File: src/rtl/router_pkg.sv
// Shared definitions for the router input-port stages: output-port indices,
// header field offsets and the one-hot output-port request type.
package router_pkg;

  // Output-port indices; these are also the bit positions inside a request
  localparam int PORT_N    = 0;
  localparam int PORT_S    = 1;
  localparam int PORT_E    = 2;
  localparam int PORT_W    = 3;
  localparam int PORT_PE   = 4;
  localparam int NUM_PORTS = 5;

  // One-hot output-port request, bit order {PE, W, E, S, N}
  typedef logic [NUM_PORTS-1:0] req_t;

  // hy occupies the lowest HOP_W bits of the header
  function automatic int HY_LSB(input int hop_w);
    return hop_w * 0;
  endfunction

  // hx sits directly above hy
  function automatic int HX_LSB(input int hop_w);
    return hop_w;
  endfunction

  // Y direction bit: 0 = +Y (north), 1 = -Y (south)
  function automatic int DY_BIT(input int hop_w);
    return 2 * hop_w;
  endfunction

  // X direction bit: 0 = +X (east), 1 = -X (west)
  function automatic int DX_BIT(input int hop_w);
    return 2 * hop_w + 1;
  endfunction

endpackage

File: src/rtl/route_dor_calc.sv
// Combinational dimension-order route decode for one header flit.
// Picks the first non-zero hop field in the selected order, requests the
// matching output port and consumes one hop from that field only.
module route_dor_calc
  import router_pkg::*;
#(
  parameter int HOP_W = 4
) (
  input  logic             yx_mode,
  input  logic [HOP_W-1:0] hx,
  input  logic [HOP_W-1:0] hy,
  input  logic             dx,
  input  logic             dy,
  output req_t             req,
  output logic [HOP_W-1:0] hx_next,
  output logic [HOP_W-1:0] hy_next,
  output logic             illegal
);

  logic hx_nz;
  logic hy_nz;
  logic hx_bad;
  logic hy_bad;

  assign hx_nz = (hx != '0);
  assign hy_nz = (hy != '0);

  // A thermometer code plus one is a power of two, so it shares no set bits
  assign hx_bad = ((hx & (hx + HOP_W'(1))) != '0);
  assign hy_bad = ((hy & (hy + HOP_W'(1))) != '0);
  assign illegal = hx_bad | hy_bad;

  // Route on the first dimension still holding hops; routing uses only the zero test
  always_comb begin
    req     = '0;
    hx_next = hx;
    hy_next = hy;
    if (!yx_mode) begin
      if (hx_nz) begin
        if (dx) req[PORT_W] = 1'b1;
        else    req[PORT_E] = 1'b1;
        hx_next = hx >> 1;
      end else if (hy_nz) begin
        if (dy) req[PORT_S] = 1'b1;
        else    req[PORT_N] = 1'b1;
        hy_next = hy >> 1;
      end else begin
        req[PORT_PE] = 1'b1;
      end
    end else begin
      if (hy_nz) begin
        if (dy) req[PORT_S] = 1'b1;
        else    req[PORT_N] = 1'b1;
        hy_next = hy >> 1;
      end else if (hx_nz) begin
        if (dx) req[PORT_W] = 1'b1;
        else    req[PORT_E] = 1'b1;
        hx_next = hx >> 1;
      end else begin
        req[PORT_PE] = 1'b1;
      end
    end
  end

endmodule

File: src/rtl/route_dor_buf.sv
// Route-computation stage with output FIFO. Each accepted header is decoded
// into a one-hot port request, its consumed hop field is shifted, and the
// result is queued until the switch allocator pops it.
module route_dor_buf
  import router_pkg::*;
#(
  parameter int HOP_W  = 4,
  parameter int DATA_W = 64,
  parameter int DEPTH  = 2
) (
  input  logic              clk,
  input  logic              reset,
  input  logic              yx_mode,
  input  logic              in_valid,
  output logic              in_ready,
  input  logic [DATA_W-1:0] in_data,
  output logic              out_valid,
  input  logic              out_ready,
  output logic [DATA_W-1:0] out_data,
  output logic [4:0]        out_req,
  output logic              hop_err
);

  localparam int AW    = $clog2(DEPTH);
  localparam int CW    = AW + 1;
  localparam int HY_L  = HY_LSB(HOP_W);
  localparam int HX_L  = HX_LSB(HOP_W);
  localparam int DY_B  = DY_BIT(HOP_W);
  localparam int DX_B  = DX_BIT(HOP_W);

  logic [DATA_W-1:0] data_q [DEPTH];
  logic [DATA_W-1:0] data_d [DEPTH];
  req_t              req_q  [DEPTH];
  req_t              req_d  [DEPTH];
  logic [AW-1:0]     wr_ptr_q, wr_ptr_d;
  logic [AW-1:0]     rd_ptr_q, rd_ptr_d;
  logic [CW-1:0]     count_q, count_d;
  logic              hop_err_q, hop_err_d;

  logic              push;
  logic              pop;
  req_t              calc_req;
  logic [HOP_W-1:0]  hx_next;
  logic [HOP_W-1:0]  hy_next;
  logic              calc_illegal;
  logic [DATA_W-1:0] flit_next;

  route_dor_calc #(
    .HOP_W (HOP_W)
  ) u_calc (
    .yx_mode (yx_mode),
    .hx      (in_data[HX_L +: HOP_W]),
    .hy      (in_data[HY_L +: HOP_W]),
    .dx      (in_data[DX_B]),
    .dy      (in_data[DY_B]),
    .req     (calc_req),
    .hx_next (hx_next),
    .hy_next (hy_next),
    .illegal (calc_illegal)
  );

  // Handshake status depends on the occupancy count alone, never on out_ready
  assign in_ready  = (count_q != CW'(DEPTH));
  assign out_valid = (count_q != '0);
  assign push      = in_valid & in_ready;
  assign pop       = out_valid & out_ready;

  assign out_data = data_q[rd_ptr_q];
  assign out_req  = req_q[rd_ptr_q];
  assign hop_err  = hop_err_q;

  // Rebuild the flit with updated hop fields; the untouched field reloads itself
  always_comb begin
    flit_next                 = in_data;
    flit_next[HX_L +: HOP_W]  = hx_next;
    flit_next[HY_L +: HOP_W]  = hy_next;
  end

  // FIFO next state: write on push, advance pointers, track occupancy and sticky error
  always_comb begin
    data_d    = data_q;
    req_d     = req_q;
    wr_ptr_d  = wr_ptr_q;
    rd_ptr_d  = rd_ptr_q;
    count_d   = count_q;
    hop_err_d = hop_err_q | (push & calc_illegal);
    if (push) begin
      data_d[wr_ptr_q] = flit_next;
      req_d[wr_ptr_q]  = calc_req;
      wr_ptr_d         = wr_ptr_q + AW'(1);
    end
    if (pop) begin
      rd_ptr_d = rd_ptr_q + AW'(1);
    end
    case ({push, pop})
      2'b10:   count_d = count_q + CW'(1);
      2'b01:   count_d = count_q - CW'(1);
      default: count_d = count_q;
    endcase
  end

  // State registers; reset also clears storage so the head reads as zero
  always_ff @(posedge clk) begin
    if (reset) begin
      for (int i = 0; i < DEPTH; i++) begin
        data_q[i] <= '0;
        req_q[i]  <= '0;
      end
      wr_ptr_q  <= '0;
      rd_ptr_q  <= '0;
      count_q   <= '0;
      hop_err_q <= 1'b0;
    end else begin
      data_q    <= data_d;
      req_q     <= req_d;
      wr_ptr_q  <= wr_ptr_d;
      rd_ptr_q  <= rd_ptr_d;
      count_q   <= count_d;
      hop_err_q <= hop_err_d;
    end
  end

endmodule

File: config.mk
export PLATFORM = sky130hd
export DESIGN_NAME = route_dor_buf
export DESIGN_NICKNAME = d
export VERILOG_FILES = /design/src/rtl/router_pkg.sv /design/src/rtl/route_dor_calc.sv /design/src/rtl/route_dor_buf.sv
export SDC_FILE = /design/constraint.sdc
export NUM_CORES = 1
export LEC_CHECK = 0
export CORE_MARGIN = 2
export CORE_UTILIZATION = 30
export CTS_CLUSTER_DIAMETER = 60
export DETAILED_ROUTE_END_ITERATION = 12
export PLACE_DENSITY = 0.56
export SLEW_MARGIN = 10
export SYNTH_ARGS = -nofsm -noshare
export SYNTH_HDL_FRONTEND = slang
export SYNTH_SLANG_ARGS = --single-unit
File: constraint.sdc
create_clock -name clk -period 4.5 [get_ports clk]
set_clock_uncertainty 0.15 [all_clocks]
set_input_delay 0.9 -clock clk [delete_from_list [all_inputs] [get_ports clk]]
set_output_delay 0.9 -clock clk [all_outputs]
set_load 0.02 [all_outputs]
# Word level (Yosys, flattened, before mapping)
# Index checks and enable logic that the tools add are counted.
# totals
register_bits	143
inputBits	69
out_inout_bits	72
elab_cells	67
# classes
addsub	6
magnitude_cmp	3
eq_ne	3
mux	31
bitwise_logic	9
n_reduce_logical	7
# op_table
operator	n
$mux 64	4
$bwmux 128	1
$demux 64 s1	1
$mux 5	5
$mux 4	6
$reduce_bool 4->1	4
$bwmux 10	1
$add 4x1->4 const B	2
$and 4x4->4	2
$mux 1	7
$mux 2	3
$demux 5 s1	1
$ge 2x2->1 const B	2
$not 1->2	2
$pmux 2 s2	1
$reduce_bool 2->1	2
$and 1x1->1	3
$mux 3	1
$add 1x1->1 const B	2
$add 2x1->2 const B	1
$eq 2x1->1 const B	1
$eq 2x2->1 const B	1
$lt 2x1->1 const B	1
$ne 2x2->1 const B	1
other kinds (3)	4

# Logic depth before layout (Yosys ltp)
# depth
depth_word	6
depth_mapped	7
mapped_depth_nobuf	6

# Cells and area by module
# From an unflattened synthesis, not the netlist that was laid out.
# unflattened
hier_cells	736
hier_area_um2	7015.5
# modules_own_cells
module	n_inst	cells_each	area_each_um2	seq_area_each_um2
route_dor_buf	1	709	6787.8	2862.7
route_dor_calc	1	27	227.7	0.0

# Worst setup path after synthesis
# No wires, ideal clock.
# synth_timing
path_kind	register -> output
from	reg rd_ptr_q
to	out out_data[0]
t_arrival_ns	1.233
required_ns	3.450
path_slack_ns	2.217
path_stages_with_launch	4
n_path_buf	2
path_cell_list	dfxtp_1 -> clkbuf_1 -> clkbuf_1 -> mux2_2
# synth_via
elab_chain_cells	4
# synth_lines
element	line_no	source
start, declared	route_dor_buf.sv:36	logic [AW-1:0] rd_ptr_q, rd_ptr_d;
start signal, assigned	route_dor_buf.sv:117	rd_ptr_q <= rd_ptr_d;
$not 1->2 (implied by the code)	route_dor_buf.sv:68	assign out_data = data_q[rd_ptr_q];
$mux 64 (implied by the code) (3 in series)	route_dor_buf.sv:68	
end, declared	route_dor_buf.sv:19	output logic [DATA_W-1:0] out_data,
# No other way between the ends. The select of a mux whose other input is x is not followed.

# Worst setup path in the final report
# layout_timing
from	reg rd_ptr_q
to	out out_data[6]
# The elaborated chain is that of the path after synthesis.

==> results.py <==
metrics = {
    "yosys": {
        "synth_area_mm2": 0.00570,
        "syn_nets": 653,
        "yosysWarnings": 0,
        "synth_edf_count": 0,
        "synth_top_cell_area_share_pct": 50.2,
        "synthTopCellsByArea": "dfxtp_1, mux2_2, nand2_1",
        "synth_top_cell_by_area": "dfxtp_1",
        "synth_flop_cell": "dfxtp_1",
        "synth_seq_cells": 143,
        "yosysSeqAreaShare_pct": 50.2,
        "async_reset_ff_share_pct": 0,
        "synthCells": 583,
        "syn_area_per_cell_um2": 9.78,
        "ys_types": 38,
    },
    "detailed_routing": {
        "wire_per_inst_um": 16.5,
        "drt-met1-wl_um": 7180,
        "drt-initial-drc-count": 183,
        "viasPerCell": 4.88,
        "ant_nets": 0,
        "dr.max_layer_used": "met4",
        "drt_wl_total_um": 15700,
        "dr.pass1.iters": 4,
        "vias": 4622,
        "route.met3.wl_um": 930,
        "wl_met2_um": 7410,
        "drc": 0,
    },
    "floorplan": {
        "die_w_um": 142,
        "rows": 50,
        "io-pin-count": 141,
        "dieArea_mm2": 0.0201,
        "core_area_mm2": 0.0187,
        "fp.dieH_um": 142,
        "initial_core_util_pct": 30.5,
    },
    "critical_path": {
        "crit_arrival_ns": 2.50,
        "crit_family": "flip-flops",
        "crit_path_top_delay_cell": "dfxtp_4",
        "cp_max_fo": 70,
        "path_depth": 2,
        "crit_type": "flop to output port",
        "worstRegToRegCells": 4,
        "crit_path_end_kind": "output port",
        "critPathRequiredTime_ns": 3.45,
        "critical_path_buf_inv_count": 1,
        "start_kind": "flop",
        "critPathMaxStageDelay_ns": 1.05,
        "crit_chain": "mux2_2, clkdlybuf4s50_1",
    },
    "timing": {
        "min_period_ns": 3.55,
        "clock.fmax_mhz": 282,
        "maxSlewViolCount": 0,
        "fin_ws_ns": 0.954,
        "grt_setup_unrepaired": "false",
        "slew_headroom_pct": 30.0,
        "fin_crit_sh_pct": 78.8,
        "setup_violations": 0,
        "hold_viol": 0,
        "whs_ns": 0.299,
        "worstMarginPinSlew_ns": 1.05,
        "tns_ns": 0,
    },
    "run_status": {
        "status": "complete, no violations",
    },
    "power_and_ir_drop": {
        "p_switching_mw": 1.29,
        "p_int_mw": 2.75,
        "ir_worst_vdd_mv": 0.482,
        "p_seq_share_pct": 39.4,
        "pwr-share-clk_pct": 33.3,
        "comb_power_share_pct": 27.3,
        "sw_frac_of_total_pct": 31.8,
        "p_per_area_mw_per_mm2": 520,
        "p_leak_nw": 2.94,
    },
    "min_path": {
        "hold_path.class": "flop to flop",
        "hold_path_depth": 2,
    },
    "global_routing": {
        "gr-usage-all-layers_pct": 15.9,
        "overflow": 0,
        "grt_pass1_vias": 4841,
        "grt_start_max_net_pins": 71,
        "grt_pass1_wl_um": 25000,
        "antenna_found_initial": 0,
    },
    "finish": {
        "drive_gt1_share_pct": 16.5,
        "n_antenna_cell": 0,
        "fin_area_mm2": 0.00776,
        "layout.nets": 771,
        "regArea_mm2": 0.00287,
        "area_growth_pct": 36.2,
        "multi_input_area_mm2": 0.00258,
        "utilization_pct": 41.5,
        "fill_cells": 1764,
    },
    "clocking": {
        "holdBufCountCts": 0,
        "clk_latency_ns": 0.42,
        "cts.repair.resized": 0,
        "postCtsSetupBuffers": 0,
        "numCtsBuffers": 17,
        "cts_root_buf": "clkbuf_16",
        "cts_sinks": 143,
        "cts.htree.levels": 4,
        "tritoncts": "done",
        "clkSlewWorstSetupHoldPaths_ns": 0.06,
        "cts.path.max_buffers": 2,
    },
    "placed_design": {
        "place_congestion": 0.732,
        "place_ws_ns": 1.14,
        "hpwl_um": 9830,
        "placed_area_mm2": 0.00720,
        "io_buffers": 140,
    },
    "run": {
        "maxCapViolCount": 0,
    },
}
worst min-delay path, cell delays in order (launching register included):
cell	delay (ns)
dfxtp_1	0.30
nand2_1	0.05
a21oi_1	0.05
stage by stage:
stage	power (mW)	std cells
6_report	4.04	948
5_1_grt	4.23	948
4_1_cts	4.09	948
3_5_place_dp	2.73	916
3_3_place_gp	2.70	916
2_1_floorplan	2.27	583
flip-flops by register name, summed over array words and instances (netlist names):
register,flops
rd_ptr_q,1
hop_err,1
req_q,10
wr_ptr_q,1
count_q,2
data_q,128
final cells by class:
type,instances,area share [%]
flip-flops and latches,143,36.9
inverters,2,0.0967
clock buffers,19,5.83
repair buffers,146,18.7
clock inverters,13,1.43
multi-input cells,391,33.2
well taps,234,3.77
kinds of logic after synthesis:
logic type,Yosys count,share of synthesized area [%]
AO/OA/AOI/OAI,148,17.9
multiplexers,74,14.5
adder cells (fa/ha/maj),1,0.219
flip-flops,143,50.2
buffers and inverters,49,4.65
AND/OR/NAND/NOR,165,12.0
XOR/XNOR,3,0.461
final timing paths:
check                           slack (ns)                       to               startpoint
worst min register to register        0.30  data_q[98]$_SDFFE_PP0P_  data_q[98]$_SDFFE_PP0P_
worst min-delay path                  0.30  data_q[98]$_SDFFE_PP0P_  data_q[98]$_SDFFE_PP0P_
worst max-delay path                  0.95              out_data[6]    rd_ptr_q$_SDFFE_PP0P_
worst max register to register        2.02  data_q[12]$_SDFFE_PP0P_  count_q[0]$_SDFFE_PP0P_
cells in the mapped netlist, drive strengths merged (2+ instances only):
master  number
dfxtp      143
nand2      132
mux2        69
a21oi       68
a22o        56
buf         39
nor2        14
clkbuf       8
o21ai        8
a211oi       6
mux2i        5
nand3        5
a32o         4
nor4         3
and2         2
inv          2
nor3         2
or3          2
xnor2        2
power by group through the flow:
stage                     Sequential [mW]  Combinational, mW  Clock, mW
after floorplan                      1.49              0.781          0
after global placement               1.61               1.09          0
after detailed placement             1.62               1.11          0
after CTS                            1.59               1.11       1.38
after global routing                 1.62               1.18       1.43
final                                1.59               1.10       1.34
per-layer routing:
layer / vias up / track usage [%]
li1: 2287 / -
met1: 2206 / 19.6
met2: 115 / 26.5
met3: 14 / 5.10
met4: 0 / 5.05
met5: - / 0
cells in the final DEF (no fill, tap or decap), types with 4 or more instances in the layout:
| master | netlist | final |
|---|---|---|
| dfxtp_1 | 143 | 142 |
| clkdlybuf4s50_1 | 0 | 139 |
| nand2_1 | 132 | 131 |
| mux2_2 | 69 | 69 |
| a21oi_1 | 68 | 68 |
| a22o_1 | 56 | 56 |
| clkbuf_16 | 0 | 17 |
| nor2_1 | 14 | 14 |
| o21ai_0 | 7 | 7 |
| a211oi_1 | 6 | 6 |
| mux2i_1 | 5 | 5 |
| nand3_1 | 5 | 5 |
| clkinv_2 | 0 | 5 |
| buf_4 | 9 | 5 |
| a32o_1 | 4 | 4 |
| clkinvlp_4 | 0 | 4 |
Power figures use the tool's default switching activity.
